[src/rtl/multicycle_controller.sv]
// Main control FSM for the multicycle RV32I core: sequences fetch/decode/execute/
// memory/writeback, stalls on MemReady with a watchdog, and parks in a sticky fault state.
module multicycle_controller #(
    parameter int TIMEOUT = 15
) (
    input  logic       clk,
    input  logic       reset,
    input  logic [6:0] op,
    input  logic [2:0] funct3,
    input  logic       funct7b5,
    input  logic       Zero,
    input  logic       MemReady,
    output logic [1:0] ImmSrc,
    output logic [1:0] ALUSrcA,
    output logic [1:0] ALUSrcB,
    output logic [1:0] ResultSrc,
    output logic       AdrSrc,
    output logic [2:0] ALUControl,
    output logic       IRWrite,
    output logic       PCWrite,
    output logic       RegWrite,
    output logic       MemWrite,
    output logic       Fault,
    output logic [1:0] FaultCause,
    output logic [3:0] State
);

    typedef enum logic [3:0] {
        FETCH    = 4'd0,
        DECODE   = 4'd1,
        MEMADR   = 4'd2,
        MEMREAD  = 4'd3,
        MEMWB    = 4'd4,
        MEMWRITE = 4'd5,
        EXECR    = 4'd6,
        EXECI    = 4'd7,
        ALUWB    = 4'd8,
        JAL      = 4'd9,
        BEQ      = 4'd10,
        FAULT    = 4'd11
    } state_t;

    localparam logic [7:0] TIMEOUT_CNT = 8'(TIMEOUT);

    state_t     state_r;
    state_t     base_next_s;
    state_t     next_s;
    logic [7:0] wait_cnt_r;
    logic [1:0] cause_r;
    logic [1:0] base_cause_s;
    logic [1:0] next_cause_s;
    logic [1:0] alu_op_s;
    logic       waiting_s;
    logic       timeout_s;
    logic       ir_write_s;
    logic       pc_write_s;
    logic       reg_write_s;
    logic       mem_write_s;

    assign waiting_s = (state_r == FETCH) || (state_r == MEMREAD) || (state_r == MEMWRITE);
    // Ready wins over timeout: only a cycle with MemReady low at the limit faults.
    assign timeout_s = waiting_s && !MemReady && (wait_cnt_r == TIMEOUT_CNT);

    // Next-state and fault-cause selection.
    always_comb begin
        base_next_s  = state_r;
        base_cause_s = cause_r;
        case (state_r)
            FETCH:    base_next_s = MemReady ? DECODE : FETCH;
            DECODE: begin
                case (op)
                    7'b0000011, 7'b0100011: base_next_s = MEMADR;
                    7'b0110011:             base_next_s = EXECR;
                    7'b0010011:             base_next_s = EXECI;
                    7'b1101111:             base_next_s = JAL;
                    7'b1100011:             base_next_s = BEQ;
                    default: begin
                        base_next_s  = FAULT;
                        base_cause_s = 2'b01;
                    end
                endcase
            end
            MEMADR:   base_next_s = op[5] ? MEMWRITE : MEMREAD;
            MEMREAD:  base_next_s = MemReady ? MEMWB : MEMREAD;
            MEMWB:    base_next_s = FETCH;
            MEMWRITE: base_next_s = MemReady ? FETCH : MEMWRITE;
            EXECR:    base_next_s = ALUWB;
            EXECI:    base_next_s = ALUWB;
            ALUWB:    base_next_s = FETCH;
            JAL:      base_next_s = ALUWB;
            BEQ:      base_next_s = FETCH;
            FAULT:    base_next_s = FAULT;
            default:  base_next_s = FETCH;
        endcase
        next_s       = timeout_s ? FAULT : base_next_s;
        next_cause_s = timeout_s ? 2'b10 : base_cause_s;
    end

    // State, wait counter and sticky fault cause registers.
    always_ff @(posedge clk or posedge reset) begin
        if (reset) begin
            state_r    <= FETCH;
            wait_cnt_r <= 8'd0;
            cause_r    <= 2'b00;
        end else begin
            state_r <= next_s;
            cause_r <= next_cause_s;
            if (waiting_s && (next_s == state_r)) begin
                wait_cnt_r <= wait_cnt_r + 8'd1;
            end else begin
                wait_cnt_r <= 8'd0;
            end
        end
    end

    // Per-state datapath selects and raw write enables.
    always_comb begin
        ImmSrc      = 2'b00;
        ALUSrcA     = 2'b00;
        ALUSrcB     = 2'b00;
        ResultSrc   = 2'b00;
        AdrSrc      = 1'b0;
        alu_op_s    = 2'b00;
        ir_write_s  = 1'b0;
        pc_write_s  = 1'b0;
        reg_write_s = 1'b0;
        mem_write_s = 1'b0;
        case (op)
            7'b0100011: ImmSrc = 2'b01;
            7'b1100011: ImmSrc = 2'b10;
            7'b1101111: ImmSrc = 2'b11;
            default:    ImmSrc = 2'b00;
        endcase
        case (state_r)
            FETCH: begin
                ALUSrcB    = 2'b10;
                ResultSrc  = 2'b10;
                ir_write_s = MemReady;
                pc_write_s = MemReady;
            end
            DECODE: begin
                ALUSrcA = 2'b01;
                ALUSrcB = 2'b01;
            end
            MEMADR: begin
                ALUSrcA = 2'b10;
                ALUSrcB = 2'b01;
            end
            MEMREAD:  AdrSrc = 1'b1;
            MEMWB: begin
                ResultSrc   = 2'b01;
                reg_write_s = 1'b1;
            end
            MEMWRITE: begin
                AdrSrc      = 1'b1;
                mem_write_s = !timeout_s;
            end
            EXECR: begin
                ALUSrcA  = 2'b10;
                alu_op_s = 2'b10;
            end
            EXECI: begin
                ALUSrcA  = 2'b10;
                ALUSrcB  = 2'b01;
                alu_op_s = 2'b10;
            end
            ALUWB:    reg_write_s = 1'b1;
            JAL: begin
                ALUSrcA    = 2'b01;
                ALUSrcB    = 2'b10;
                pc_write_s = 1'b1;
            end
            BEQ: begin
                ALUSrcA    = 2'b10;
                alu_op_s   = 2'b01;
                pc_write_s = Zero;
            end
            default: begin
                ALUSrcA = 2'b00;
            end
        endcase
    end

    // ALU operation decode from ALUOp and the funct fields.
    always_comb begin
        ALUControl = 3'b000;
        case (alu_op_s)
            2'b00: ALUControl = 3'b000;
            2'b01: ALUControl = 3'b001;
            2'b10: begin
                case (funct3)
                    3'b000:  ALUControl = (op[5] && funct7b5) ? 3'b001 : 3'b000;
                    3'b010:  ALUControl = 3'b101;
                    3'b110:  ALUControl = 3'b011;
                    3'b111:  ALUControl = 3'b010;
                    default: ALUControl = 3'b000;
                endcase
            end
            default: ALUControl = 3'b000;
        endcase
    end

    // Enables are suppressed combinationally while reset is asserted.
    assign IRWrite    = ir_write_s && !reset;
    assign PCWrite    = pc_write_s && !reset;
    assign RegWrite   = reg_write_s && !reset;
    assign MemWrite   = mem_write_s && !reset;
    assign Fault      = (state_r == FAULT);
    assign FaultCause = cause_r;
    assign State      = state_r;

endmodule

[config.mk]
export PLATFORM = sky130hd
export DESIGN_NAME = multicycle_controller
export DESIGN_NICKNAME = d
export VERILOG_FILES = /design/src/rtl/multicycle_controller.sv
export SDC_FILE = /design/constraint.sdc
export NUM_CORES = 1
export LEC_CHECK = 0
export BUFFER_PORTS_ARGS = -buffer_cell sky130_fd_sc_hd__buf_2
export CAP_MARGIN = 25
export CORE_MARGIN = 2
export CORE_UTILIZATION = 45
export CTS_BUF_LIST = sky130_fd_sc_hd__clkbuf_8
export DETAILED_ROUTE_END_ITERATION = 16
export PLACE_DENSITY = 0.84
export REMOVE_ABC_BUFFERS = 1
export SLEW_MARGIN = 20
export SYNTH_ARGS = -nofsm -noshare
export SYNTH_HDL_FRONTEND = slang
export SYNTH_SLANG_ARGS = --single-unit
export TNS_END_PERCENT = 1
[constraint.sdc]
create_clock -name clk -period 3.6 [get_ports clk]
set_input_delay 0.72 -clock clk [delete_from_list [all_inputs] [get_ports clk]]
set_output_delay 0.72 -clock clk [all_outputs]
set_load 0.1 [all_outputs]
==> impl_metrics.env <==
export IMPL_status="complete, no violations"
export IMPL_cp_arrival_ns=2.49
export IMPL_min_delay_path_depth=1
export IMPL_grt_pass1_wl_um=4470
export IMPL_yosys_most_used_dff="dfrtp_1"
export IMPL_cts_tree="yes"
export IMPL_tightest_slew_ns=0.589
export IMPL_overflow=0
export IMPL_grt_max_degree=19
export IMPL_initial_core_util=0.474
export IMPL_place_ws_ns=0.676
export IMPL_end_kind="output port"
export IMPL_ctsHoldBuffers=0
export IMPL_clk_latency_ns=0.24
export IMPL_cts_root_buf="clkbuf_8"
export IMPL_postCtsSetupBuffers=0
export IMPL_synth_area_leaders="dfrtp_1 30%, a211oi_2 8.6%, nor2_1 5.8%"
export IMPL_postRouteAntennaNets=0
export IMPL_slew_headroom=0.607
export IMPL_yosys_area_top_type_share=0.301
export IMPL_viasPerCell=5.55
export IMPL_yosysTopAreaCell="dfrtp_1"
export IMPL_diodes=0
export IMPL_grt_busiest_layer="met2"
export IMPL_dp_hpwl_um=2220
export IMPL_fin_ws_ns=0.392
export IMPL_die_x_um=54.9
export IMPL_finClkSkew_ns=0.00528
export IMPL_drive_gt1_frac=0.313
export IMPL_period_minus_slack_ns=3.21
export IMPL_synth_edf_count=0
export IMPL_firstDrtPassIters=4
export IMPL_netlist_area_um2=1160
export IMPL_n_fill_cell=211
export IMPL_io_pins=38
export IMPL_antenna_found_initial=0
export IMPL_clkTransAtPathRegs_ns=0.05
export IMPL_cts_sinks=14
export IMPL_routed_wl_um=2860
export IMPL_cp_cell_sequence="clkinv_1, nand3_1, inv_1, ha_1, nor4_1, buf_2"
export IMPL_numCtsBuffers=3
export IMPL_cp_slowest_cell="dfrtp_1"
export IMPL_ys_types=39
export IMPL_ys_seq_elements=14
export IMPL_post_route_drc_count=0
export IMPL_grt_pass1_vias=1050
export IMPL_fin_crit_sh=0.891
export IMPL_r2r_end="wait_cnt_r[3]"
export IMPL_dieArea_um2=3010
export IMPL_synthCells=146
export IMPL_chipHeight_um=54.9
export IMPL_vias=1160
export IMPL_max_freq_ghz=0.312
export IMPL_worst_hold_path_endpoint="wait_cnt_r[0]"
export IMPL_met1_usage=0.255
export IMPL_hold_start="wait_cnt_r[0]"
export IMPL_crit_path_max_fanout=16
export IMPL_clockBufferDepth=2
export IMPL_critical_path_required_ns=2.88
export IMPL_final_net_count=199
export IMPL_crit_path_start_kind="register"
export IMPL_ys_seq_area_frac=0.301
export IMPL_maxCapViolCount=0
export IMPL_cts_max_level=1
export IMPL_wl_per_cell_um=13.7
export IMPL_placement_rows=18
export IMPL_synth_warnings=0
export IMPL_hold_viol_final=0
export IMPL_r2r_cells=6
export IMPL_grtUsageMet3=0.0164
export IMPL_async_reset_ff_frac=1.00
export IMPL_drt_iter0_markers=30
export IMPL_path_class="reg2out"
export IMPL_coreArea_um2=2450
export IMPL_portBuffers=37
export IMPL_worstReg2RegStart="State[2]"
export IMPL_rsz0062_at_grt="no"
export IMPL_grt_use_total=0.208
export IMPL_use_met2=0.375
export IMPL_rrSetupSlack_ns=1.00
export IMPL_slowest_delay_ns=0.67
export IMPL_setup_viol=0
export IMPL_avgSynthCellArea_um2=7.97
export IMPL_slew_viol_final=0
export IMPL_worstHoldPathType="reg2reg"
export IMPL_area_growth_pct=20.0
export IMPL_cts_repair_resize_count=0
export IMPL_gp_congestion=0.797
-- cell usage after synthesis (all sizes together) (3+ instances only) --
library cell	instances
buf	5
a211oi	9
dfrtp	14
xor2	4
ha	3
nand3	6
nor2	18
clkbuf	5
nand2	14
a21oi	9
and3	3
nor3b	3
nor4	6
nor3	8
inv	9
o21ai	6
xnor2	5
-- cells by family (layout without fill, tap and decap cells) --
group           after synthesis  after routing  share of synthesized area
compound gates               32             32                      0.215
flops                        14             14                      0.301
xor+xnor                      9              9                     0.0742
fa+ha+maj                     3              3                     0.0323
mux                           1              1                    0.00860
simple gates                 67             67                      0.290
buf+inv                      20             53                     0.0785
-- registers in the layout (all words and copies together), names as in the netlist --
register,cells
wait_cnt_r,8
State,4
FaultCause,2
-- critical path: cells and delay by family, from the launching register on --
| kind | cells | cell delay [ns] |
|---|---|---|
| adders and majority gates | 1 | 0.32 |
| buffers and inverters | 3 | 0.86 |
| and+or+nand+nor | 2 | 0.40 |
| DFF | 1 | 0.67 |
-- how the worst max path moves through the flow --
stage | startpoint | to | slack, ns | cells after the start
finish | State[3] | ALUControl[2] | 0.39 | 6
global route | State[3] | ALUControl[2] | 0.13 | 6
CTS | State[3] | ALUControl[2] | 0.40 | 6
detailed placement | State[3] | ALUControl[2] | 0.68 | 6
global placement | State[3] | ALUControl[2] | 0.78 | 6
floorplan | State[0] | ALUControl[2] | -2.17 | 4
-- through the flow --
stage	setup TNS, ns	utilization	area (µm²)	hold WS [ns]	std cells
after global placement	0	0.552	1360	0.450	206
after CTS	0	0.569	1400	0.474	209
after detailed placement	0	0.552	1360	0.462	206
final	0	0.569	1400	0.473	209
after floorplan	-24.14	-	1110	0.440	136
after global routing	0	0.569	1400	0.501	209
-- layout make-up --
cell class	count	area, µm²	share of cell area
Multi-Input combinational cell	112	722	0.517
Sequential cell	14	350	0.251
Clock buffer	3	41.3	0.0296
Timing Repair Buffer	40	208	0.149
Inverter	10	37.5	0.0269
Tap cell	30	37.5	0.0269
-- metal layers --
layer	vias up	wire (µm)
li1	580	-
met1	537	1200
met2	41	1490
met3	2	164
met4	0	10
met5	-	0
-- cell usage in the layout, fill, tap and decap left out, drive strengths merged, types with 2 or more instances in the layout --
cell type and count:
a211oi 9, inv 9, xnor2 5, and3 3, nor3 8, or2 2, buf 40, nand3 6
nor3b 3, o21ai 6, nand2 14, a31oi 2, nor4 6, a21oi 9, xor2 4, a211o 2
nand2b 2, nor2 18, clkbuf 3, dfrtp 14, ha 3
Power is left out: the tool's default activity adds up to more than one toggle a clock period on the data nets, which glitch-free logic cannot reach.
